==> src/rtl/gigatron_video_pkg.sv <==
// Shared timing defaults, pixel type and helpers for the Gigatron-native video path.
package gigatron_video_pkg;

    localparam int unsigned GT_H_SYNC     = 24;
    localparam int unsigned GT_H_BACK     = 12;
    localparam int unsigned GT_H_ACTIVE   = 160;
    localparam int unsigned GT_H_TOTAL    = 200;
    localparam int unsigned GT_V_SYNC     = 2;
    localparam int unsigned GT_V_BACK     = 29;
    localparam int unsigned GT_V_ACTIVE   = 480;
    localparam int unsigned GT_V_TOTAL    = 521;
    localparam int unsigned GT_ROW_REPEAT = 4;

    typedef struct packed {
        logic [1:0] b;
        logic [1:0] g;
        logic [1:0] r;
    } gt_pixel_t;

    function automatic logic [3:0] expand2(input logic [1:0] c);
        return {c, c};
    endfunction

    // True when pos lies in [sync+back, sync+back+active).
    function automatic logic in_active(input int unsigned pos, input int unsigned sync,
                                       input int unsigned back, input int unsigned active);
        return (pos >= sync + back) && (pos < sync + back + active);
    endfunction

endpackage

==> src/rtl/gigatron_video_timing.sv <==
// Horizontal/vertical counters (S0) and registered sync/active/frame-start flags (S1).
module gigatron_video_timing
    import gigatron_video_pkg::*;
#(
    parameter int unsigned H_SYNC   = GT_H_SYNC,
    parameter int unsigned H_BACK   = GT_H_BACK,
    parameter int unsigned H_ACTIVE = GT_H_ACTIVE,
    parameter int unsigned H_TOTAL  = GT_H_TOTAL,
    parameter int unsigned V_SYNC   = GT_V_SYNC,
    parameter int unsigned V_BACK   = GT_V_BACK,
    parameter int unsigned V_ACTIVE = GT_V_ACTIVE,
    parameter int unsigned V_TOTAL  = GT_V_TOTAL
) (
    input  logic       clk1,
    input  logic       reset_n,
    output logic [7:0] h,
    output logic [9:0] v,
    output logic       active,
    output logic       hs_n_s1,
    output logic       vs_n_s1,
    output logic       active_s1,
    output logic       frame_start_s1
);

    logic h_wrap;
    logic v_wrap;

    always_comb begin
        h_wrap = (h == 8'(H_TOTAL - 1));
        v_wrap = (v == 10'(V_TOTAL - 1));
        active = in_active(32'(h), H_SYNC, H_BACK, H_ACTIVE)
              && in_active(32'(v), V_SYNC, V_BACK, V_ACTIVE);
    end

    always_ff @(posedge clk1 or negedge reset_n) begin
        if (!reset_n) begin
            h              <= '0;
            v              <= '0;
            hs_n_s1        <= 1'b1;
            vs_n_s1        <= 1'b1;
            active_s1      <= 1'b0;
            frame_start_s1 <= 1'b0;
        end else begin
            h <= h_wrap ? '0 : h + 8'd1;
            if (h_wrap) begin
                v <= v_wrap ? '0 : v + 10'd1;
            end
            hs_n_s1        <= !(32'(h) < H_SYNC);
            vs_n_s1        <= !(32'(v) < V_SYNC);
            active_s1      <= active;
            frame_start_s1 <= (h == '0) && (v == '0);
        end
    end

endmodule

==> src/rtl/gigatron_vgagen.sv <==
// Gigatron-native video transmitter: framebuffer addressing, RAM latency alignment,
// colour-bar pattern mux and registered VGA pins (3-cycle counter-to-pin latency).
module gigatron_vgagen
    import gigatron_video_pkg::*;
#(
    parameter int unsigned H_SYNC     = GT_H_SYNC,
    parameter int unsigned H_BACK     = GT_H_BACK,
    parameter int unsigned H_ACTIVE   = GT_H_ACTIVE,
    parameter int unsigned H_TOTAL    = GT_H_TOTAL,
    parameter int unsigned V_SYNC     = GT_V_SYNC,
    parameter int unsigned V_BACK     = GT_V_BACK,
    parameter int unsigned V_ACTIVE   = GT_V_ACTIVE,
    parameter int unsigned V_TOTAL    = GT_V_TOTAL,
    parameter int unsigned ROW_REPEAT = GT_ROW_REPEAT
) (
    input  logic        clk1,
    input  logic        reset_n,
    input  logic        pattern_en,
    output logic [14:0] fb_addr,
    input  logic [5:0]  fb_rdata,
    output logic [3:0]  gigatron_vga_r,
    output logic [3:0]  gigatron_vga_g,
    output logic [3:0]  gigatron_vga_b,
    output logic        gigatron_vga_hs,
    output logic        gigatron_vga_vs,
    output logic        frame_start
);

    localparam int unsigned ROW_SHIFT = $clog2(ROW_REPEAT);
    localparam logic [7:0]  H_FIRST   = 8'(H_SYNC + H_BACK);
    localparam logic [9:0]  V_FIRST   = 10'(V_SYNC + V_BACK);

    logic [7:0] h;
    logic [9:0] v;
    logic       active;
    logic       hs_n_s1, vs_n_s1, active_s1, fs_s1, pattern_s1;
    logic       hs_n_s2, vs_n_s2, active_s2, fs_s2, pattern_s2;
    logic [7:0] col;
    logic [6:0] row;
    logic [2:0] bar;
    gt_pixel_t  bar_px;
    gt_pixel_t  bar_s2;
    gt_pixel_t  px;

    gigatron_video_timing #(
        .H_SYNC   (H_SYNC),
        .H_BACK   (H_BACK),
        .H_ACTIVE (H_ACTIVE),
        .H_TOTAL  (H_TOTAL),
        .V_SYNC   (V_SYNC),
        .V_BACK   (V_BACK),
        .V_ACTIVE (V_ACTIVE),
        .V_TOTAL  (V_TOTAL)
    ) u_timing (
        .clk1           (clk1),
        .reset_n        (reset_n),
        .h              (h),
        .v              (v),
        .active         (active),
        .hs_n_s1        (hs_n_s1),
        .vs_n_s1        (vs_n_s1),
        .active_s1      (active_s1),
        .frame_start_s1 (fs_s1)
    );

    // Bars are 20 columns wide; the S1 column is the low byte of the registered address.
    always_comb begin
        col      = h - H_FIRST;
        row      = 7'((v - V_FIRST) >> ROW_SHIFT);
        bar      = 3'(fb_addr[7:0] / 8'd20);
        bar_px.r = {2{bar[0]}};
        bar_px.g = {2{bar[1]}};
        bar_px.b = {2{bar[2]}};
        px       = pattern_s2 ? bar_s2 : gt_pixel_t'(fb_rdata);
    end

    always_ff @(posedge clk1 or negedge reset_n) begin
        if (!reset_n) begin
            fb_addr         <= '0;
            pattern_s1      <= 1'b0;
            hs_n_s2         <= 1'b1;
            vs_n_s2         <= 1'b1;
            active_s2       <= 1'b0;
            fs_s2           <= 1'b0;
            pattern_s2      <= 1'b0;
            bar_s2          <= '0;
            gigatron_vga_hs <= 1'b1;
            gigatron_vga_vs <= 1'b1;
            frame_start     <= 1'b0;
            gigatron_vga_r  <= '0;
            gigatron_vga_g  <= '0;
            gigatron_vga_b  <= '0;
        end else begin
            if (active) begin
                fb_addr <= {row, col};
            end
            pattern_s1      <= pattern_en;
            hs_n_s2         <= hs_n_s1;
            vs_n_s2         <= vs_n_s1;
            active_s2       <= active_s1;
            fs_s2           <= fs_s1;
            pattern_s2      <= pattern_s1;
            bar_s2          <= bar_px;
            gigatron_vga_hs <= hs_n_s2;
            gigatron_vga_vs <= vs_n_s2;
            frame_start     <= fs_s2;
            gigatron_vga_r  <= active_s2 ? expand2(px.r) : '0;
            gigatron_vga_g  <= active_s2 ? expand2(px.g) : '0;
            gigatron_vga_b  <= active_s2 ? expand2(px.b) : '0;
        end
    end

endmodule

==> config.mk <==
export PLATFORM = sky130hd
export DESIGN_NAME = gigatron_vgagen
export DESIGN_NICKNAME = d
export VERILOG_FILES = /design/src/rtl/gigatron_video_pkg.sv /design/src/rtl/gigatron_video_timing.sv /design/src/rtl/gigatron_vgagen.sv
export SDC_FILE = /design/constraint.sdc
export NUM_CORES = 1
export LEC_CHECK = 0
export ABC_AREA = 1
export CAP_MARGIN = 20
export CORE_MARGIN = 10
export CORE_UTILIZATION = 60
export CTS_BUF_LIST = sky130_fd_sc_hd__clkbuf_2 sky130_fd_sc_hd__clkbuf_4 sky130_fd_sc_hd__clkbuf_8
export CTS_CLUSTER_SIZE = 40
export DETAILED_ROUTE_END_ITERATION = 6
export HOLD_SLACK_MARGIN = 0.15
export PLACE_DENSITY = 0.87
export SLEW_MARGIN = 40
export SYNTH_ARGS = -nofsm -noshare
export SYNTH_HDL_FRONTEND = slang
export SYNTH_HIERARCHICAL = 1
export SYNTH_SLANG_ARGS = --single-unit
export TNS_END_PERCENT = 5
==> constraint.sdc <==
create_clock -name clk1 -period 5.15 [get_ports clk1]
set_input_delay 1.03 -clock clk1 [delete_from_list [all_inputs] [get_ports clk1]]
set_output_delay 1.03 -clock clk1 [all_outputs]
set_load 0.005 [all_outputs]
======== Word-level counts from Yosys, hierarchy flattened ========
Cells that the tools add are included.
word-level totals
  register bits ........................... 61
  bits of input ports ..................... 9
  word-level logic and storage cells ...... 49
operators by class
  add/sub/neg operators ................... 4
  div/mod/pow operators ................... 1
  magnitude comparators ................... 6
  equality and inequality tests ........... 2
  muxes and demuxes ....................... 6
  reduce and logical (&&, ||, !) cells .... 8
operators by type and width
  cell                                                                     number
  4-bit two-way mux                                                        3
  10-bit by 1-bit adder with 10-bit output (second input constant)         1
  10-bit equality test (second input constant)                             1
  10-bit by 5-bit >= comparator with 1-bit output (second input constant)  1
  10-bit logical NOT                                                       1
  10-bit by 2-bit < comparator with 1-bit output (second input constant)   1
  10-bit by 9-bit < comparator with 1-bit output (second input constant)   1
  10-bit two-way mux                                                       1
  9-bit by 5-bit subtractor with 9-bit output (second input constant)      1
  8-bit by 1-bit adder with 8-bit output (second input constant)           1
  8-bit by 5-bit divider with 8-bit output (second input constant)         1
  8-bit equality test (second input constant)                              1
  8-bit by 6-bit >= comparator with 1-bit output (second input constant)   1
  8-bit logical NOT                                                        1
  8-bit by 5-bit < comparator with 1-bit output (second input constant)    1
  8-bit < comparator (second input constant)                               1
  8-bit two-way mux                                                        1
  8-bit by 6-bit subtractor with 8-bit output (second input constant)      1
  6-bit two-way mux                                                        1
  1-bit logical AND                                                        4
  1-bit logical NOT                                                        2

======== Longest topological paths before layout ========
Gate-level depths: netlist (run 1).
  word-level depth ........................ 3
  depth in mapped cells ................... 12
  depth with buffers taken out ............ 12

======== Cells and area by module ========
Netlist (run 1), hierarchy kept.
by module, submodules not included
  module                 times used  cells an instance  area an instance (sq um)  seq. area each (sq um)
  gigatron_vgagen        1           163                1447.6                    830.8
  gigatron_video_timing  1           156                1224.9                    553.0

======== Least setup slack after synthesis (run 1) ========
OpenSTA, ideal clock, no wires.
  path kind ............................... register to register
  start ................................... register u_timing.v[0]
  end ..................................... register fb_addr[2]
  library setup time ...................... 0.133 ns
  data arrival time ....................... 1.719 ns
  required time ........................... 5.017 ns
  path slack .............................. 3.298 ns
  cell stages (with the launch flop) ...... 11
  cell sequence ........................... dfrtp_1 -> ha_1 -> nand2_1 -> nor2_1 -> a21oi_1 -> nand3_1 -> nor2_1 -> inv_1 -> clkbuf_1 -> nand2_1 -> o21ai_0
between the ends
  cells in the longest elaborated chain, start to end .. 3
  elaborated cells between the ends (all ways) .. 4
  classes of those cells .................. order compare (2); reduce/logical (2)
ends and longest elaborated chain
  element                                                                                                                   line                         text
  start, declared                                                                                                           gigatron_video_timing.sv:17  output logic [9:0] v,
  start signal, assigned                                                                                                    gigatron_video_timing.sv:46  v <= v_wrap ? '0 : v + 10'd1;
  10-bit by 5-bit >= comparator with 1-bit output / 10-bit by 9-bit < comparator with 1-bit output (equally long branches)  gigatron_video_pkg.sv:27     return (pos >= sync + back) && (pos < sync + back + active);
  1-bit logical AND *                                                                                                       gigatron_video_pkg.sv:27
  1-bit logical AND *                                                                                                       gigatron_video_timing.sv:32  && in_active(32'(v), V_SYNC, V_BACK, V_ACTIVE);
  via active                                                                                                                gigatron_vgagen.sv:35        logic active;
  end signal, assigned                                                                                                      gigatron_vgagen.sv:95        fb_addr <= {row, col};
  end, declared                                                                                                             gigatron_vgagen.sv:19        output logic [14:0] fb_addr,
Mark *: on every way through the listed nets, which the timed path passes. The rest lies on a longest branch.
A chain may end at the register's enable or synchronous reset.

======== Final worst setup path (run 1) ========
  start ................................... register gigatron_vga_hs
  end ..................................... output port gigatron_vga_hs
RTL lines
  element                 line                    text
  start, declared         gigatron_vgagen.sv:24   output logic gigatron_vga_hs,
  start signal, assigned  gigatron_vgagen.sv:104  gigatron_vga_hs <= hs_n_s2;
No word-level cell between the ends.

==> impl_metrics.yaml, run 1 <==
setup_path:
  crit_start: "gigatron_vga_hs"
  critPathMaxStageDelay_ps: 530
  crit_cells: 1
  cp.required_ps: 4120
  path_delay_family: "flip-flops"
  critPathSlowestCell: "dfstp_2"
  worst-path-max-fanout: 1
  r2r_start: "u_timing/v[1]"
  r2r_slack_ps: 2760
  path_buf_inv: 1
  arrival_ps: 1370
  cp-endpoint: "gigatron_vga_hs"
  path_class: "register to output port"
  cp_cell_sequence: "clkdlybuf4s50_1"
  ff2ff_path_depth: 7
  r2r_end: "fb_addr[9]"
  crit_path_end_kind: "output port"
  start_kind: "register"
finish:
  drive_gt1_share_pct: 9.55
  layout.nets: 369
  synthToLayoutAreaGrowth_pct: 17.6
  n_antenna_cell: 0
clock_tree:
  ctsResizeCount: 0
  cts_inserted_buffers: 5
  cts_sinks: 55
  path_clk_slew_ps: 90
  cts_buffer_depth: 2
  cts_tree: "done"
  post-cts-setup-buffers: 0
  htreeDepth: 2
  cts-root-buf: "clkbuf_8"
  postCtsHoldBufs: 0
  insertion_delay_ps: 310
floorplanning:
  fp.dieW_um: 86.7
  dieHeight_um: 86.7
  core.rowCount: 24
  design.die.area_mm2: 0.00752
  coreArea_mm2: 0.00432
  initial_utilization_pct: 61.8
  ios: 39
timing:
  fin_crit_sh_pct: 46.5
  fmax_mhz: 418
  setup_tns_ps: 0
  fin_crit_ps: 2400
  finClkSkew_ps: 3.51
  finalHoldViolCount: 0
  finalSetupViolations: 0
  setup_ws_ps: 2750
  drv_slew: 0
  slew_headroom_pct: 56.4
  fin_hold_ws_ps: 352
  worstMarginPinSlew_ps: 654
  rsz0062_at_grt: "false"
routing:
  drtIter0Drc: 189
  avgViaCountPerCell: 5.28
  wl_per_cell_um: 13.9
  detail-route-antenna-nets: 0
  vias: 2156
  routed_wl_mm: 5.66
  dr.pass1.iters: 4
  drc: 0
grt:
  grt_pass1_wl_mm: 9.78
  grt_overflow: 0
  grtUsageTotal_pct: 15.8
  antenna_found_initial: 0
  grt_max_degree: 56
  grt_pass1_vias: 2113
yosys:
  async_flop_share_pct: 100
  yosysWarnings: 6
  netlist_area_mm2: 0.00267
  synth_edf_count: 0
  ys_ff_latch: 55
  syn_inst: 319
  synth_area_leaders: "dfrtp_1 (46%), nand2_1 (11%), inv_1 (6.0%), dfstp_2 (5.9%), nor2_1 (4.1%)"
  syn_nets: 333
  synthFlopType: "dfrtp_1"
  yosys.area.top_type: "dfrtp_1"
  synthTopCellsByCount: "nand2_1 (80), dfrtp_1 (49), inv_1 (43)"
  yosysMostFrequentCell: "nand2_1"
  synth_top_area_share_pct: 45.9
  avgSynthCellArea_um2: 8.38
  yosysSeqAreaShare_pct: 51.8
  ys_types: 33
power_and_ir_drop:
  ir_drop_uv: 184
  leakage_uw: 0.00149
  power_density_mw_per_mm2: 216
run_status:
  outcome: "completed"
hold_path:
  hold_class: "register to register"
job:
  cap_violations: 0
place:
  hpwl_mm: 4.27
  finalWeightedCongestion: 0.910
  post-place-ws_ps: 2490
  io_buffers: 38
[cell families (layout without fill, tap and decap cells)]
logic type / count (synthesis) / count (layout) / share of synthesized area (%)
flip-flops: 55 / 55 / 51.8
AO/OA/AOI/OAI: 42 / 42 / 8.90
buffers and inverters: 57 / 94 / 9.18
AND/OR/NAND/NOR: 153 / 153 / 25.5
adder cells (fa/ha/maj): 5 / 5 / 2.34
XOR/XNOR: 7 / 7 / 2.29
[cell usage in the layout (no fill, tap or decap), drive strengths merged, types with 4 or more instances in the layout]
| master | instances |
|---|---|
| dfrtp | 49 |
| a31oi | 6 |
| nor2 | 32 |
| nand2 | 84 |
| o21ai | 18 |
| inv | 46 |
| nand4 | 6 |
| ha | 5 |
| dfstp | 6 |
| nand3 | 21 |
| nor3 | 4 |
| clkbuf | 5 |
| a21oi | 13 |
| clkdlybuf4s50 | 37 |
| xor2 | 7 |
[per-stage QoR]
step | std cells | util [%] | instance area (µm²) | total power, µW
2_1_floorplan | 319 | - | 2670 | 443
3_3_place_gp | 400 | 70.6 | 3050 | 458
3_5_place_dp | 400 | 70.6 | 3050 | 458
4_1_cts | 408 | 72.6 | 3140 | 691
5_1_grt | 408 | 72.7 | 3140 | 709
6_report | 408 | 72.7 | 3140 | 680
[power by group]
part / leakage, µW / internal, µW / switching, µW
sequential: 0.000728 / 433 / 0.635
clock: 0.0000402 / 94.8 / 137
combinational: 0.000725 / 5.94 / 9.71
total: 0.00149 / 533 / 147
[layer usage]
layer	share of wire [%]	global-route usage, %	wire length, µm
met1	42	18.3	2350
met5	0	0	0
met3	5.5	3.94	313
met2	51	27.6	2880
met4	2.0	5.45	115
[flip-flops by register name, indices dropped and copies added (netlist names)]
signal	count
fb_addr	15
u_timing/v	10
u_timing/h	8
bar_s2	3
gigatron_vga_b	2
gigatron_vga_g	2
gigatron_vga_r	2
active_s2	1
frame_start	1
fs_s2	1
gigatron_vga_hs	1
gigatron_vga_vs	1
hs_n_s2	1
pattern_s1	1
pattern_s2	1
u_timing/active_s1	1
u_timing/frame_start_s1	1
u_timing/hs_n_s1	1
u_timing/vs_n_s1	1
vs_n_s2	1
[worst min path at each step]
stage	depth (start not counted)	slack, ps	to	start
floorplan	0	330	active_s2	u_timing/active_s1
global placement	0	330	active_s2	u_timing/active_s1
detailed placement	0	340	fs_s2	u_timing/frame_start_s1
CTS	0	360	frame_start	fs_s2
global route	0	370	gigatron_vga_hs	hs_n_s2
finish	0	350	fs_s2	u_timing/frame_start_s1
[final cells by class]
type / count / area [µm²]
Fill cell: 339 / 1180
Tap cell: 52 / 65.1
Inverter: 47 / 176
Timing Repair Buffer: 39 / 383
Clock buffer: 5 / 68.8
Sequential cell: 55 / 1380
Clock inverter: 3 / 20.0
Multi-Input combinational cell: 207 / 1050
Note: power is estimated with default switching activity, not from simulation.
==> run 2: changes to the inputs <==
--- a/config.mk
+++ b/config.mk
@@ -8,12 +8,12 @@
 export ABC_AREA = 1
 export CAP_MARGIN = 20
 export CORE_MARGIN = 10
-export CORE_UTILIZATION = 60
+export CORE_UTILIZATION = 51
 export CTS_BUF_LIST = sky130_fd_sc_hd__clkbuf_2 sky130_fd_sc_hd__clkbuf_4 sky130_fd_sc_hd__clkbuf_8
 export CTS_CLUSTER_SIZE = 40
 export DETAILED_ROUTE_END_ITERATION = 6
 export HOLD_SLACK_MARGIN = 0.15
-export PLACE_DENSITY = 0.87
+export PLACE_DENSITY = 0.79
 export SLEW_MARGIN = 40
 export SYNTH_ARGS = -nofsm -noshare
 export SYNTH_HDL_FRONTEND = slang
==> constraint.sdc (replaced) <==
create_clock -name clk1 -period 2.14 [get_ports clk1]
set_input_delay 0.428 -clock clk1 [delete_from_list [all_inputs] [get_ports clk1]]
set_output_delay 0.428 -clock clk1 [all_outputs]
set_load 0.005 [all_outputs]
==> impl_metrics.yaml, run 2 (synthesis gave the netlist of run 1 again) <==
place:
  finalWeightedCongestion: 0.915
  post-place-ws_ps: 250
  io_buffers: 38
  hpwl_mm: 4.28
power_and_ir_drop:
  swShare_pct: 19.4
  leakage_uw: 0.00153
  pwr-share-comb_pct: 2.4
  p_sw_uw: 346
  intPower_uw: 1440
  power_density_mw_per_mm2: 552
  p_seq_share_pct: 58.4
  ir_drop_uv: 313
  pwr-share-clk_pct: 39.2
routing:
  avgViaCountPerCell: 5.07
  drc: 0
  drtIter0Drc: 80
  routed_wl_mm: 5.58
  dr.pass1.iters: 4
  detail-route-antenna-nets: 0
  wl_per_cell_um: 13.0
  vias: 2176
timing:
  setup_ws_ps: 200
  setup_tns_ps: 0
  rsz0062_at_grt: "false"
  fmax_mhz: 515
  fin_crit_ps: 1940
  fin_crit_sh_pct: 90.7
  finalSetupViolations: 0
  finClkSkew_ps: 7.50
  worstMarginPinSlew_ps: 602
  slew_headroom_pct: 59.8
  finalHoldViolCount: 0
  drv_slew: 0
finish:
  largest_reg_flops: 15
  n_fill_cell: 456
  n_antenna_cell: 0
  top_regs: "fb_addr: 15 flops, u_timing/v: 10 flops, u_timing/h: 8 flops"
  layout_commonest_cell: "nand2_1"
  layout_common_cells: "nand2_1 (80), dfrtp_1 (49), inv_1 (43)"
  drive_gt1_share_pct: 9.75
  layout.nets: 372
  regMostFlops: "fb_addr"
  synthToLayoutAreaGrowth_pct: 20.8
floorplanning:
  initial_utilization_pct: 52.3
  coreArea_mm2: 0.00511
  core.rowCount: 26
  fp.dieW_um: 92.4
  ios: 39
  design.die.area_mm2: 0.00854
  dieHeight_um: 92.4
setup_path:
  crit_path_end_kind: "register"
  arrival_ps: 2140
  critPathMaxStageDelay_ps: 460
  worst-path-max-fanout: 16
  cpMostUsedCell: "nor2_1"
  ff2ff_path_depth: 9
  r2r_slack_ps: 200
  path_delay_family: "simple AND/OR/NAND/NOR gates"
  r2r_start: "u_timing/v[1]"
  path_buf_inv: 1
  start_kind: "register"
  r2r_end: "fb_addr[9]"
  path_class: "register to register"
  cp_cell_sequence: "ha_1 -> nand2_1 -> nor2_1 -> a21oi_1 -> nand3_1 -> nor2_1 -> inv_1 -> nor2_1 -> a22o_1"
  crit_cells: 9
  critPathSlowestCell: "dfrtp_1"
  cp.required_ps: 2340
grt:
  grt_max_degree: 30
  grt_pass1_vias: 2130
  grtUsageTotal_pct: 13.5
  grt_pass1_wl_mm: 9.58
  antenna_found_initial: 0
  grt_overflow: 0
clock_tree:
  htreeDepth: 2
  path_clk_slew_ps: 90
  ctsResizeCount: 0
  insertion_delay_ps: 300
  cts_sinks: 55
  postCtsHoldBufs: 1
  post-cts-setup-buffers: 0
  cts_buffer_depth: 2
  cts-root-buf: "clkbuf_8"
  cts_tree: "done"
  cts_inserted_buffers: 5
hold_path:
  worstHoldPathCells: 0
  hold_end: "frame_start"
  hold_class: "register to register"
  min_from: "fs_s2"
run_status:
  outcome: "completed"
job:
  cap_violations: 0
[run 2: cell count changes in the layout (fill, tap and decap cells not counted), sizes merged]
cell,delta
bufinv,+1
clkbuf,+1
buf,+2
dlygate4sd3,+1
clkinvlp,-2
[run 2: cell type report]
cell class | count | area, µm² | share of cell area, %
clock inverters | 2 | 35.0 | 1.08
flip-flops and latches | 55 | 1380 | 42.9
clock buffers | 6 | 82.6 | 2.56
repair buffers | 42 | 420 | 13.0
inverters | 47 | 176 | 5.46
well taps | 70 | 87.6 | 2.71
multi-input cells | 207 | 1040 | 32.3
[run 2: through the flow]
stage               power (µW)  instances  instance area [µm²]  util, %  hold slack (ps)
CTS                       1800        429                 3230     63.2              357
finish                    1780        429                 3230     63.2              356
detailed placement        1110        420                 3100     60.7              336
global route              1860        429                 3230     63.2              366
floorplan                 1070        319                 2670        -              132
global placement          1100        420                 3100     60.7              333
[run 2: metal layers]
layer	track usage, %	share of wire [%]
met5	0	0
met4	4.11	1.2
met3	3.63	4.2
met2	23.8	50
met1	15.7	44
[run 2: worst max path at each step]
stage / from / to / slack, ps
finish: u_timing/v[1] / fb_addr[9] / 200
global route: u_timing/v[1] / fb_addr[9] / 40
CTS: u_timing/v[1] / fb_addr[9] / 240
detailed placement: u_timing/v[1] / fb_addr[9] / 250
global placement: u_timing/v[1] / fb_addr[9] / 350
floorplan: u_timing/v[0] / fb_addr[2] / 290
[run 2: power by group through the flow]
stage / logic (µW) / registers, µW / clock network, µW
3_3_place_gp: 42.5 / 1060 / 0
4_1_cts: 44.6 / 1040 / 713
3_5_place_dp: 42.8 / 1060 / 0
2_1_floorplan: 3.67 / 1060 / 0
5_1_grt: 48.8 / 1040 / 765
6_report: 42.4 / 1040 / 699
